**src/rtl/vector_store_unit.sv**
```systemverilog
// vector_store_unit
// Writes an eight-lane, 32-bit-per-lane vector to memory one lane per cycle.
// Lane i goes to base + i*STRIDE; a lane whose mask bit is 0 still takes one
// cycle but does not assert mem_we.
//
// Optional feature: define VSTORE_CLAMP_EN to saturate each lane, read as a
// signed value, to 0..255 before it is written.
//
// Ports
//   clk        clock, rising edge
//   rst        synchronous active-high reset
//   in_valid   source offers a vector
//   in_ready   unit is idle and accepts a vector this cycle
//   in_data    eight lanes, lane i = bits [32i+31:32i]
//   in_mask    bit i enables the write of lane i
//   in_base    byte address of lane 0
//   mem_we     memory write strobe
//   mem_addr   write address
//   mem_wdata  write data
//   mem_stall  memory cannot finish the current write
//   done       one-cycle pulse after the last lane
//
// state  | meaning
// IDLE   | waiting for a vector, in_ready=1
// WRITE  | presenting lane idx to memory
// DONE   | single-cycle done pulse, then back to IDLE
module vector_store_unit #(
  parameter int ADDR_W = 32,
  parameter int STRIDE = 4
) (
  input  logic              clk,
  input  logic              rst,
  input  logic              in_valid,
  output logic              in_ready,
  input  logic [255:0]      in_data,
  input  logic [7:0]        in_mask,
  input  logic [ADDR_W-1:0] in_base,
  output logic              mem_we,
  output logic [ADDR_W-1:0] mem_addr,
  output logic [31:0]       mem_wdata,
  input  logic              mem_stall,
  output logic              done
);

  localparam logic [1:0] ST_IDLE  = 2'd0;
  localparam logic [1:0] ST_WRITE = 2'd1;
  localparam logic [1:0] ST_DONE  = 2'd2;

  logic [1:0]        state_q, state_d;
  logic [2:0]        idx_q, idx_d;
  logic [255:0]      data_q, data_d;
  logic [7:0]        mask_q, mask_d;
  logic [ADDR_W-1:0] base_q, base_d;

  logic              in_write;
  logic              lane_en;
  logic [31:0]       lane_val;
  logic [31:0]       lane_out;

  assign in_write = (state_q == ST_WRITE);
  assign lane_en  = mask_q[idx_q];
  assign lane_val = data_q[{idx_q, 5'b00000} +: 32];

`ifdef VSTORE_CLAMP_EN
  // Signed saturation to an unsigned byte: sign bit set means negative.
  always_comb begin
    lane_out = lane_val;
    if (lane_val[31]) begin
      lane_out = 32'd0;
    end else if (|lane_val[30:8]) begin
      lane_out = 32'd255;
    end
  end
`else
  assign lane_out = lane_val;
`endif

  always_comb begin
    state_d = state_q;
    idx_d   = idx_q;
    data_d  = data_q;
    mask_d  = mask_q;
    base_d  = base_q;
    case (state_q)
      ST_IDLE: begin
        if (in_valid) begin
          data_d  = in_data;
          mask_d  = in_mask;
          base_d  = in_base;
          idx_d   = 3'd0;
          state_d = ST_WRITE;
        end
      end
      ST_WRITE: begin
        // A stall only matters when a write is actually being issued; a
        // masked-off lane always retires in one cycle.
        if (!(mem_stall && lane_en)) begin
          if (idx_q == 3'd7) begin
            state_d = ST_DONE;
          end else begin
            idx_d = idx_q + 3'd1;
          end
        end
      end
      ST_DONE: begin
        idx_d   = 3'd0;
        state_d = ST_IDLE;
      end
      default: begin
        idx_d   = 3'd0;
        state_d = ST_IDLE;
      end
    endcase
  end

  always_ff @(posedge clk) begin
    if (rst) begin
      state_q <= ST_IDLE;
      idx_q   <= 3'd0;
      data_q  <= '0;
      mask_q  <= '0;
      base_q  <= '0;
    end else begin
      state_q <= state_d;
      idx_q   <= idx_d;
      data_q  <= data_d;
      mask_q  <= mask_d;
      base_q  <= base_d;
    end
  end

  // Outputs are pure functions of registered state, so holding idx during a
  // stall automatically holds address, data and strobe.
  assign in_ready  = (state_q == ST_IDLE);
  assign done      = (state_q == ST_DONE);
  assign mem_we    = in_write && lane_en;
  assign mem_addr  = in_write ? (base_q + ADDR_W'(idx_q) * ADDR_W'(STRIDE)) : '0;
  assign mem_wdata = in_write ? lane_out : 32'd0;

endmodule

```
**config.mk**
```make
export PLATFORM = sky130hd
export DESIGN_NAME = vector_store_unit
export DESIGN_NICKNAME = d
export VERILOG_FILES = /design/src/rtl/vector_store_unit.sv
export SDC_FILE = /design/constraint.sdc
export NUM_CORES = 1
export LEC_CHECK = 0
export ABC_AREA = 1
export BUFFER_PORTS_ARGS = -buffer_cell sky130_fd_sc_hd__buf_2
export CAP_MARGIN = 20
export CORE_MARGIN = 3
export CORE_UTILIZATION = 53
export CTS_CLUSTER_SIZE = 14
export DETAILED_ROUTE_END_ITERATION = 8
export GPL_TIMING_DRIVEN = 0
export PLACE_DENSITY_LB_ADDON = 0.05
export SETUP_SLACK_MARGIN = 0.2
export SLEW_MARGIN = 10
export SYNTH_ARGS = -nofsm -noshare
export SYNTH_HDL_FRONTEND = slang
export SYNTH_SLANG_ARGS = --single-unit
```
**constraint.sdc**
```tcl
create_clock -name clk -period 2.8 [get_ports clk]
set_input_delay 0.28 -clock clk [delete_from_list [all_inputs] [get_ports clk]]
set_output_delay 0.28 -clock clk [all_outputs]
set_load 0.01 [all_outputs]
```
Word-level counts from Yosys, hierarchy flattened
Index checks and enable logic that the tools add are counted.
Widths: inputs -> output; s select.
{ "totals": {"out_inout_bits": 67, "mem_bits_ro": 0, "latch_bits": 0, "wordCells": 34, "register_bits": 301, "in_bits": 300, "mem_count": 0, "ramBits": 0} }
{ "op_classes": {"n_div": 0, "mul": 0, "n_addsub": 2, "n_mux": 12, "bitwise_logic": 0, "n_eq_ne": 7, "n_reduce_logical": 6, "shifts": 1, "order_cmp": 1} }
{ "ops": {"columns": ["operator", "count"], "rows": [
  ["$shiftx 256x9->32", 1],
  ["$mux 32", 2],
  ["$add 32x5->32", 1],
  ["$mux 3", 3],
  ["$mux 2", 3],
  ["$ne 2x2->1 const B", 3],
  ["$pmux 3 s2", 1],
  ["$reduce_and 3->1", 2],
  ["$lt 3x4->1 const B", 1],
  ["$pmux 2 s2", 1],
  ["$add 3x1->3 const B", 1],
  ["$bmux 1 s3", 1],
  ["$eq 3x3->1 const B", 1],
  ["$eq 2x1->1 const B", 1],
  ["$eq 2x2->1 const B", 1],
  ["$logic_and 1x1->1", 2],
  ["$logic_not 2->1", 1],
  ["$ne 2x1->1 const B", 1],
  ["$reduce_and 2->1", 1],
  ["$mux 1", 1]
]} }

Logic depth before layout (Yosys ltp)
{ "depth": {"depth_word": 5, "mapped_depth": 14, "ltp_nobuf": 13} }

Worst setup path after synthesis
Ideal clock, no wire load.
{ "synth_path": {"path_kind": "flip-flop to output port", "from": "register idx_q[1]", "to": "output mem_addr[24]", "required_ns": 2.520, "n_path_buf": 2, "slack_ns": 0.402, "arrival_time_ns": 2.118, "stages_incl_launch_ff": 14, "path_cell_list": "dfxtp_1 -> inv_2 -> buf_4 -> buf_2 -> fa_1 -> inv_1 -> nand2_1 -> nand2_1 -> nand2_2 -> nor2_4 -> nand3_2 -> nor2_2 -> a21oi_1 -> nor2_1"} }
{ "synth_between": {"elab_chain_len": 2} }
{ "synth_rtl": {"columns": ["item", "line", "rtl"], "rows": [
  ["start, declared", "50", "logic [2:0] idx_q, idx_d;"],
  ["start signal, assigned", "125", "idx_q <= idx_d;"],
  ["$add 32x5->32", "137", "assign mem_addr = in_write ? (base_q + ADDR_W'(idx_q) * ADDR_W'(STRIDE)) : '0;"],
  ["$mux 32", "137", null],
  ["end, declared", "39", "output logic [ADDR_W-1:0] mem_addr,"]
]} }
No other way between the ends.

Worst setup path in the final report
{ "layout_path": {"from": "register idx_q[1]", "to": "output mem_addr[30]"} }
The elaborated chain is that of the path after synthesis.

==> metrics <==
worst vdd ir=0.530 mV; die area=27700 µm²; GRT Residual Overflow=0; number of flops mapped to enable cells by yosys=0; # IOs=367; design area=17600 µm²; placed cell area=between 15000 and 20000 µm²; Main synth FF type=dfxtp_1; Crit path arrival time=2520 ps; Layout Skew=about 16 ps; Net Sw Frac=between 30% and 40%; DRC=0; Routed WL per cell=18.5 µm; outcome=finished, violations left; clock network power share=37.8%; buffers added on ports=366; Clk Latency, worst-skew pair=510 ps; Hold Crit Class=input pin to flop; drt first pass iters=6; hold path startpoint=in_data[81]; max-cap violations=0; main area contributors after synthesis=dfxtp_1 (44%), nor2_1 (21%), o21ai_0 (17%); Crit path buffers/inverters=5; CP max stage delay=about 350 ps; WS Path Type=flop to output pin; Synth area leader=dfxtp_1; number of global-route vias before repair=roughly 15000; CP Max Fanout=4; total core area=~25000 µm²; Post-synth top cells=nor2_1 (778), o21ai_0 (449), dfxtp_1 (301), clkbuf_1 (88), o22ai_1 (64); internal power=8.39 mW; Mapped Nets=between 2000 and 2500; Worst-Margin Slew=745 ps; initial DRC count=1513; final wirelength=51.1 mm; clock sinks=301; YS warnings=0; post-route antenna net violation count=0; RSZ-0062 raised after global routing=yes; first-pass GRT wire length=77.8 mm; Root Buffer=clkbuf_16; Mean Syn Cell Area=6.85 µm²; slew margin rel.=50.4%; CP startpoint=idx_q[1]; TritonCTS clock tree=built; hpwl dp=38.4 mm; chain of cells forming the critical path=inv_4 -> buf_6 -> buf_8 -> fa_2 -> inv_2 -> nand2_4 -> nand2_4 -> nand2_8 -> nor3_2 -> nand2_1 -> xor2_1 -> nor2_1 -> buf_2; GRT Util Overall=35.3%; Clock H-tree levels=2; Rows=58; Synth top area share=44.3%; largest net degree at the start of global routing=14; Net Switching=approximately 3.6 mW; Crit. End Element=output pin; Final Hold Fails=0; register bit count reported by yosys=~300; Final Max Tran Viols=0; Mapped Cells=1989; share of cells above drive strength 1=24.9%; DIE HEIGHT=166 µm; Final #Nets=2713; Post-CTS Hold Buffers=0; combinational power share=21.3%; worst r2r src=state_q[1]; vias=15300; PD cells=684 nW/µm²; most frequent CP cell=nand2_4; Leak=7.89 nW; most frequent cell after synthesis=nor2_1; Finish-stage setup viols=1; total power draw=12.0 mW; fin worst setup slack=-0.522 ps; violated checks=negative setup slack; Initial Util=54.1%; Crit path max-delay family=simple AND/OR/NAND/NOR gates; crit share post-route=100%; area grow syn2layout=29.0%; CTS Buffer Depth=3; crit path max-delay cell type=dfxtp_4; Final GP Congestion=0.925; Seq pwr share=40.9%; Setup WS pre-CTS=-134 ps; fin crit period=2800 ps; CTS buffer count=34; Reg clk slew, reported paths=60 ps; sequential share of the synthesized area=between 40% and 50%; diode count=0; Synth cell types=35; fmax=357 MHz; post-DR vias/cell=5.55; Async SR Flop Fraction=0%; Hold Slack=16.2 ps; die outline width=166 µm; CP startpoint kind=flop; Worst Path Required=2520 ps; Cell Area, Synth=roughly 14000 µm²; initial antenna violation count=0
==> per-stage QoR <==
step / instances / TNS, ps / utilization [%]
floorplan: 1989 / 0 / -
global placement: 2685 / -465 / 63.0
detailed placement: 2685 / -486 / 63.0
CTS: 2752 / -36.4 / 68.4
global route: 2760 / -707 / 69.7
finish: 2760 / -0.522 / 69.7
==> cells by family (layout without fill, tap and decap cells) <==
family | count (synthesis) | count (layout) | synth area share (%)
XOR/XNOR | 8 | 8 | 0.515
adder cells (fa/ha/maj) | 6 | 6 | 0.606
flip-flops | 301 | 301 | 44.3
buffers and inverters | 205 | 646 | 6.71
AND/OR/NAND/NOR | 889 | 889 | 25.9
AO/OA/AOI/OAI | 580 | 580 | 22.0
==> final timing paths <==
kind | cells past startpoint | end | slack (ps)
worst max-delay path | 13 | mem_addr[30] | -0.5
worst min-delay path | 3 | data_q[81] | 20
worst max register to register | 6 | data_q[67] | 1030
worst min register to register | 2 | mask_q[6] | 460
==> metal layers <==
layer  track usage, %  share of wire [%]  routed length [µm]
met2             58.8                 46               23500
met3             6.07                9.4                4780
met4             12.7                3.8                1940
met1             46.3                 41               20800
met5                0                  0                   0
==> area by class of cell <==
cell class                      count  area, µm²
Timing Repair Buffer              382       1970
Sequential cell                   301       6030
Inverter                           50        198
Fill cell                        2274       7620
Clock buffer                       50       1010
Tap cell                          330        413
Multi-Input combinational cell   1483       6940
Buffer                            155        871
Clock inverter                      9        124
==> power by group through the flow <==
stage	sequential, mW	clock (mW)	combinational [mW]
after floorplan	4.93	0	1.46
after global placement	4.98	0	2.31
after detailed placement	4.99	0	2.35
after CTS	4.90	4.57	2.43
after global routing	4.95	4.74	2.82
final	4.91	4.54	2.56
==> sequential cells by signal, indices dropped and copies added (netlist names) <==
signal   count
data_q     256
idx_q        3
mask_q       8
state_q      2
base_q      32
==> cell usage in the layout, fill, tap and decap left out, types with 9 or more instances in the layout <==
cell type,count
a21oi_1,42
buf_2,397
buf_4,26
buf_6,19
clkbuf_1,72
clkbuf_16,35
clkbuf_2,16
clkbuf_4,11
dfxtp_1,298
inv_1,37
inv_2,9
nand2_1,51
nand2_2,10
nand3_1,9
nor2_1,771
o21ai_0,430
o21ai_1,30
o22ai_1,53
o22ai_2,11
==> worst register-to-register path, cell delays in order, from the launching register on <==
cell      delay (ps)
dfxtp_1          400
nor2_4            80
nand2_4          110
buf_2            420
clkbuf_1         400
o21ai_0          190
nor2_1           110
==> timing repair <==
action                                  4_1_cts  5_1_grt
setup buffers                                 8        8
pin swaps                                    10       31
endpoints found under the setup margin       48       55
resized for setup                            67      108
Note: power is estimated with default switching activity, not from simulation.
